[src/rtl/reset_sequencer.sv]
// -----------------------------------------------------------------------------
// reset_sequencer
//
// Purpose:
//   Holds NDOM reset domains in reset for HOLD_CYCLES clock edges after the
//   asynchronous board reset is removed. It then releases them one at a time,
//   lowest index first, with GAP_CYCLES edges between releases.
//
//   A synchronous software request restarts the whole sequence from any state.
//   The board reset (as_rst) asserts every domain reset immediately and
//   asynchronously. Its removal is synchronised by a 2-FF stage (rst_sync)
//   before the sequencer is allowed to advance.
//
// Optional feature (macro RESET_SEQ_TMR_EN):
//   When defined, the state, cnt, idx and dom_rst_n registers are triplicated.
//   - Every edge, all three copies load the majority-voted next value.
//   - Outputs are driven from the voted value.
//   - tmr_err pulses for one cycle whenever any copy disagrees with the vote.
//   When undefined, a single register copy is used and tmr_err is tied low.
//   Port list and cycle timing are identical in both builds.
//
// Parameters:
//   NDOM         number of reset domains (1..8)
//   HOLD_CYCLES  edges all domains stay asserted before the first release (>=1)
//   GAP_CYCLES   edges between consecutive domain releases (>=1)
//
// Ports:
//   clk          system clock, all outputs registered on its rising edge
//   as_rst       asynchronous active-low reset
//   sw_rst_req   synchronous active-high software reset request
//   dom_rst_n    per-domain active-low reset, bit 0 released first
//   busy         high while any domain is held in reset
//   done         high once every domain is released
//   tmr_err      one-cycle pulse on a voter disagreement (TMR build only)
// -----------------------------------------------------------------------------
module reset_sequencer #(
  parameter int NDOM        = 3,
  parameter int HOLD_CYCLES = 16,
  parameter int GAP_CYCLES  = 4
) (
  input  logic            clk,
  input  logic            as_rst,
  input  logic            sw_rst_req,
  output logic [NDOM-1:0] dom_rst_n,
  output logic            busy,
  output logic            done,
  output logic            tmr_err
);

  localparam int MAX_CYC = (HOLD_CYCLES > GAP_CYCLES) ? HOLD_CYCLES : GAP_CYCLES;
  localparam int CNT_W   = $clog2(MAX_CYC + 1);
  localparam int IDX_W   = $clog2(NDOM + 1);

  localparam logic [CNT_W-1:0] HOLD_LAST = CNT_W'(HOLD_CYCLES - 1);
  localparam logic [CNT_W-1:0] GAP_LAST  = CNT_W'(GAP_CYCLES - 1);
  localparam logic [IDX_W-1:0] IDX_LAST  = IDX_W'(NDOM - 1);

  localparam logic [1:0] ST_ASSERT  = 2'd0;
  localparam logic [1:0] ST_RELEASE = 2'd1;
  localparam logic [1:0] ST_RUN     = 2'd2;

  // ---------------------------------------------------------------------------
  // Reset release synchroniser: as_rst asserts asynchronously, deasserts
  // through two flops so the sequencer never sees a metastable release.
  // ---------------------------------------------------------------------------
  logic sync_ff1;
  logic rst_sync;

  always_ff @(posedge clk or negedge as_rst) begin
    if (!as_rst) begin
      sync_ff1 <= 1'b0;
      rst_sync <= 1'b0;
    end else begin
      sync_ff1 <= 1'b1;
      rst_sync <= sync_ff1;
    end
  end

  // Current (voted, in the TMR build) register values and their next values.
  logic [1:0]       state_v;
  logic [CNT_W-1:0] cnt_v;
  logic [IDX_W-1:0] idx_v;
  logic [NDOM-1:0]  dom_v;

  logic [1:0]       state_nxt;
  logic [CNT_W-1:0] cnt_nxt;
  logic [IDX_W-1:0] idx_nxt;
  logic [NDOM-1:0]  dom_nxt;
  logic             busy_nxt;
  logic             done_nxt;

  logic             busy_q;
  logic             done_q;
  logic             tmr_err_q;

  // ---------------------------------------------------------------------------
  // State register process
  // ---------------------------------------------------------------------------
`ifdef RESET_SEQ_TMR_EN
  logic [1:0]       state_a, state_b, state_c;
  logic [CNT_W-1:0] cnt_a,   cnt_b,   cnt_c;
  logic [IDX_W-1:0] idx_a,   idx_b,   idx_c;
  logic [NDOM-1:0]  dom_a,   dom_b,   dom_c;
  logic             vote_mismatch;

  assign state_v = (state_a & state_b) | (state_a & state_c) | (state_b & state_c);
  assign cnt_v   = (cnt_a & cnt_b)     | (cnt_a & cnt_c)     | (cnt_b & cnt_c);
  assign idx_v   = (idx_a & idx_b)     | (idx_a & idx_c)     | (idx_b & idx_c);
  assign dom_v   = (dom_a & dom_b)     | (dom_a & dom_c)     | (dom_b & dom_c);

  assign vote_mismatch = (state_a != state_v) | (state_b != state_v) | (state_c != state_v) |
                         (cnt_a   != cnt_v)   | (cnt_b   != cnt_v)   | (cnt_c   != cnt_v)   |
                         (idx_a   != idx_v)   | (idx_b   != idx_v)   | (idx_c   != idx_v)   |
                         (dom_a   != dom_v)   | (dom_b   != dom_v)   | (dom_c   != dom_v);

  always_ff @(posedge clk or negedge as_rst) begin
    if (!as_rst) begin
      state_a   <= ST_ASSERT;
      state_b   <= ST_ASSERT;
      state_c   <= ST_ASSERT;
      cnt_a     <= '0;
      cnt_b     <= '0;
      cnt_c     <= '0;
      idx_a     <= '0;
      idx_b     <= '0;
      idx_c     <= '0;
      dom_a     <= '0;
      dom_b     <= '0;
      dom_c     <= '0;
      tmr_err_q <= 1'b0;
    end else begin
      // All copies reload from the voted next value, scrubbing a single upset.
      state_a   <= state_nxt;
      state_b   <= state_nxt;
      state_c   <= state_nxt;
      cnt_a     <= cnt_nxt;
      cnt_b     <= cnt_nxt;
      cnt_c     <= cnt_nxt;
      idx_a     <= idx_nxt;
      idx_b     <= idx_nxt;
      idx_c     <= idx_nxt;
      dom_a     <= dom_nxt;
      dom_b     <= dom_nxt;
      dom_c     <= dom_nxt;
      tmr_err_q <= vote_mismatch;
    end
  end
`else
  logic [1:0]       state_q;
  logic [CNT_W-1:0] cnt_q;
  logic [IDX_W-1:0] idx_q;
  logic [NDOM-1:0]  dom_q;

  assign state_v   = state_q;
  assign cnt_v     = cnt_q;
  assign idx_v     = idx_q;
  assign dom_v     = dom_q;
  assign tmr_err_q = 1'b0;

  always_ff @(posedge clk or negedge as_rst) begin
    if (!as_rst) begin
      state_q <= ST_ASSERT;
      cnt_q   <= '0;
      idx_q   <= '0;
      dom_q   <= '0;
    end else begin
      state_q <= state_nxt;
      cnt_q   <= cnt_nxt;
      idx_q   <= idx_nxt;
      dom_q   <= dom_nxt;
    end
  end
`endif

  // busy/done are pure functions of the sequence position, so they are not
  // triplicated; they are registered alongside so they change on the same edge.
  always_ff @(posedge clk or negedge as_rst) begin
    if (!as_rst) begin
      busy_q <= 1'b1;
      done_q <= 1'b0;
    end else begin
      busy_q <= busy_nxt;
      done_q <= done_nxt;
    end
  end

  // ---------------------------------------------------------------------------
  // Next-state process
  // ---------------------------------------------------------------------------
  always_comb begin
    state_nxt = state_v;
    cnt_nxt   = cnt_v;
    idx_nxt   = idx_v;
    dom_nxt   = dom_v;
    busy_nxt  = busy_q;
    done_nxt  = done_q;

    if (sw_rst_req) begin
      // Software request wins over everything, and keeps cnt at 0 while held.
      state_nxt = ST_ASSERT;
      cnt_nxt   = '0;
      idx_nxt   = '0;
      dom_nxt   = '0;
      busy_nxt  = 1'b1;
      done_nxt  = 1'b0;
    end else if (rst_sync) begin
      case (state_v)
        ST_ASSERT: begin
          dom_nxt  = '0;
          busy_nxt = 1'b1;
          done_nxt = 1'b0;
          if (cnt_v == HOLD_LAST) begin
            dom_nxt[0] = 1'b1;
            idx_nxt    = IDX_W'(1);
            cnt_nxt    = '0;
            if (NDOM == 1) begin
              state_nxt = ST_RUN;
              busy_nxt  = 1'b0;
              done_nxt  = 1'b1;
            end else begin
              state_nxt = ST_RELEASE;
            end
          end else begin
            cnt_nxt = cnt_v + CNT_W'(1);
          end
        end

        ST_RELEASE: begin
          if (cnt_v == GAP_LAST) begin
            // A loop compare avoids indexing dom_nxt with a wider idx.
            for (int i = 0; i < NDOM; i++) begin
              if (idx_v == IDX_W'(i)) begin
                dom_nxt[i] = 1'b1;
              end
            end
            idx_nxt = idx_v + IDX_W'(1);
            cnt_nxt = '0;
            if (idx_v == IDX_LAST) begin
              state_nxt = ST_RUN;
              busy_nxt  = 1'b0;
              done_nxt  = 1'b1;
            end
          end else begin
            cnt_nxt = cnt_v + CNT_W'(1);
          end
        end

        ST_RUN: begin
          cnt_nxt  = '0;
          busy_nxt = 1'b0;
          done_nxt = 1'b1;
        end

        default: begin
          // Unused encoding: restart a clean sequence.
          state_nxt = ST_ASSERT;
          cnt_nxt   = '0;
          idx_nxt   = '0;
          dom_nxt   = '0;
          busy_nxt  = 1'b1;
          done_nxt  = 1'b0;
        end
      endcase
    end
  end

  // ---------------------------------------------------------------------------
  // Output process
  // ---------------------------------------------------------------------------
  always_comb begin
    dom_rst_n = dom_v;
    busy      = busy_q;
    done      = done_q;
    tmr_err   = tmr_err_q;
  end

endmodule

[config.mk]
export PLATFORM = sky130hd
export DESIGN_NAME = reset_sequencer
export DESIGN_NICKNAME = d
export VERILOG_FILES = /design/src/rtl/reset_sequencer.sv
export SDC_FILE = /design/constraint.sdc
export NUM_CORES = 1
export LEC_CHECK = 0
export ABC_AREA = 1
export CAP_MARGIN = 10
export CORE_MARGIN = 1
export CORE_UTILIZATION = 32
export CTS_CLUSTER_SIZE = 14
export DETAILED_ROUTE_END_ITERATION = 10
export PLACE_DENSITY_LB_ADDON = 0.08
export SYNTH_ARGS = -nofsm -noshare
export SYNTH_HDL_FRONTEND = slang
export SYNTH_SLANG_ARGS = --single-unit
[constraint.sdc]
create_clock -name clk -period 1.35 [get_ports clk]
set_input_delay 0.135 -clock clk [delete_from_list [all_inputs] [get_ports clk]]
set_output_delay 0.135 -clock clk [all_outputs]
set_load 0.01 [all_outputs]
==> results of run 1 <==
==> per-layer routing <==
| metal | up-vias | global-route usage | share of wire |
|---|---|---|---|
| met1 | 425 | 0.200 | 0.49 |
| met2 | 13 | 0.238 | 0.46 |
| li1 | 485 | - | - |
| met3 | 7 | 0.0198 | 0.028 |
| met4 | 0 | 0.0680 | 0.020 |
| met5 | - | 0 | 0 |
==> state kept, by name (all words and copies together) (netlist names) <==
register   cells
idx_q          2
rst_sync       1
sync_ff1       1
cnt_q          5
done           1
state_q        2
busy           1
dom_rst_n      3
==> kinds of logic after synthesis <==
logic type               after synthesis  share of synthesized area
AO/OA/AOI/OAI                         17                     0.0996
adder cells (fa/ha/maj)               10                      0.123
buffers and inverters                 20                     0.0923
flip-flops                            16                      0.395
other                                  2                    0.00738
AND/OR/NAND/NOR                       67                      0.283
==> worst register-to-register path, cell delays in order, from the launching register on <==
cell	delay, ns
dfrtp_1	0.41
ha_4	0.18
buf_6	0.10
inv_2	0.03
nor2_2	0.11
nand2_2	0.10
a21oi_4	0.29
nand2_2	0.10
nand2_1	0.07
nand2_1	0.05
==> what timing repair did <==
item	in CTS	in global routing
pin swaps	3	14
endpoints found under the setup margin	14	18
gates resized for setup	16	26
setup buffers	3	2
==> final timing paths <==
kind | slack (ns) | to | cells after the start | startpoint
setup / recovery | -0.17 | state_q[0]$_DFFE_PN0P_ | 9 | cnt_q[0]$_DFFE_PN0N_
setup reg to reg | -0.17 | state_q[0]$_DFFE_PN0P_ | 9 | cnt_q[0]$_DFFE_PN0N_
hold reg to reg | 0.36 | rst_sync$_DFF_PN0_ | 0 | sync_ff1$_DFF_PN0_
min in group clk | 0.36 | rst_sync$_DFF_PN0_ | 0 | sync_ff1$_DFF_PN0_
hold / removal | 0.14 | dom_rst_n[2]$_DFFE_PN0P_ | 2 | as_rst
max in group asynchronous | 0.96 | busy$_DFFE_PN1P_ | 2 | as_rst
==> final cells by class <==
cell class | instances | area share
inverter | 18 | 0.0489
clock buffer | 4 | 0.0171
multi-input combinational | 96 | 0.423
tap | 44 | 0.0359
sequential | 16 | 0.262
timing repair buffer | 38 | 0.213
==> report_power, final <==
part | internal [mW] | switching [mW]
clock network | 0.115 | 0.170
registers | 0.624 | 0.0825
logic | 0.711 | 0.767
==> cells in the final DEF, fill, tap and decap left out, types with 3 or more instances in the layout <==
cell            instances
buf_4                  27
nand2_1                30
dlymetal6s2s_1          4
inv_1                  12
o21ai_1                 4
nor2_2                  4
ha_1                    7
nand3_1                 4
inv_2                   4
dfrtp_1                15
nor2_1                 12
a21oi_2                 3
ha_4                    3
a21oi_1                 3
buf_6                   4
nand2_2                12
clkbuf_4                3
o21ai_0                 3
==> results.txt, run 1 <==
status: finished with violations
violated checks: setup timing
P_leak: 0.821 nW
Power Dens Cells: 1610 nW/um^2
largest net degree at the start of global routing: 17
synthesized flop and latch total: 16
cts hold-fix bufs: 0
final net count: 186
setup TNS: -1.73 ns
Die Area: 3410 sq um
Synth Cell Area: 1020 sq um
Yosys warning total: 0
Synth Flop Type: dfrtp_1
clock skew: 0.00557 ns
Setup CP Type: reg -> reg
antenna violations before repair: 0
Initial DRT Pass Iterations: 4
Chip Width: 58.4 um
Final Cycle Share: 1.13
Hold Fails Final Rpt: 0
Min-Delay Path Class: in -> async
H-tree levels: 1
cell family with most CP delay: simple AND/OR/NAND/NOR gates
worst hold slack: 0.145 ns
n_diodes: 0
Worst path slowest cell: dfrtp_1
CP Capture Type: flip-flop
Setup crit start kind: flip-flop
syn nets: 145
unrepaired setup endpoints after global routing: true
clk_lat worst skew: 0.29 ns
dpl cell area: 1340 sq um
setup violators final: 13
I/O pins: 9
Routed wire per std cell: 10.6 um
share of post-route cells with drive strength above 1: 0.407
Final ANT Viol Nets: 0
MaxCap Viol Count: 0
minimum clock period: 1.52 ns
Initial DRC Count: 25
Finished Cell Area: 1530 sq um
area leader, netlist: dfrtp_1
TritonCTS clock tree: done
Crit path required time: 1.55 ns
vias in the first global route: 897
Worst Slack Setup Final: -0.172 ns
final core occ: 0.507
Vias: 930
cts bufs inserted: 3
final wirelength: 2.30 mm
area occupied by multi-input gates: 649 sq um
worst-path maximum fanout: 8
synth unique cells: 21
WP data arrival: 1.72 ns
GP Congestion: 0.777
synth cell count leaders: nand2_1 (41), dfrtp_1 (15), inv_1 (15), nor2_1 (14), ha_1 (10)
placed cells: 208
max-slew violations: 0
filler-free cell count of the finished design: 216
total track usage: 0.149
Die Ht: 58.4 um
initial core utilization: 0.336
Reg area: 402 sq um
ys async rst share: 1.00
count leader, synth: nand2_1
crit-path cells: ha_4 -> buf_6 -> inv_2 -> nor2_2 -> nand2_2 -> a21oi_4 -> nand2_2 -> nand2_1 -> nand2_1
Buf+Inv Stages, Crit Path: 2
via/cell ratio: 4.31
Clock transition at path regs: 0.11 ns
row count: 20
GRT overflow: 0
Yosys top cell area share: 0.369
DRC viols: 0
clk buf depth: 2
Synth area leaders: dfrtp_1 (37%), nand2_1 (15%), ha_1 (12%), inv_1 (5.5%), nor2_1 (5.2%)
CTS root buf: clkbuf_4
sequential area share after synthesis: 0.395
Clock Sinks: 16
Layout fillers: 285
delay of the slowest critical-path stage: 0.41 ns
Max Fclk: 0.657 GHz
layout overhead on the synthesized area: 50.8%
wire length of the first global-routing pass: 3.82 mm
Post-synth EDFFs: 0
core area: 3030 sq um
Max rail drop VDD: 0.000692 V
Syn Area/Cell: 7.71 sq um
Mapped Cells: 132
detailed placer's ending HPWL: 1.70 mm
pre-CTS WS: -0.213 ns
Port Buffers: 7
Power, Total: 2.47 mW
Power figures use the tool's default switching activity.
==> run 2: changes to the inputs <==
ABC_CLOCK_PERIOD_IN_PS = 1350   (was not set)
CTS_CLUSTER_SIZE = 12   (was 14)
==> results of run 2 <==
Final layout, timing and power as in run 1 (identical DEF).
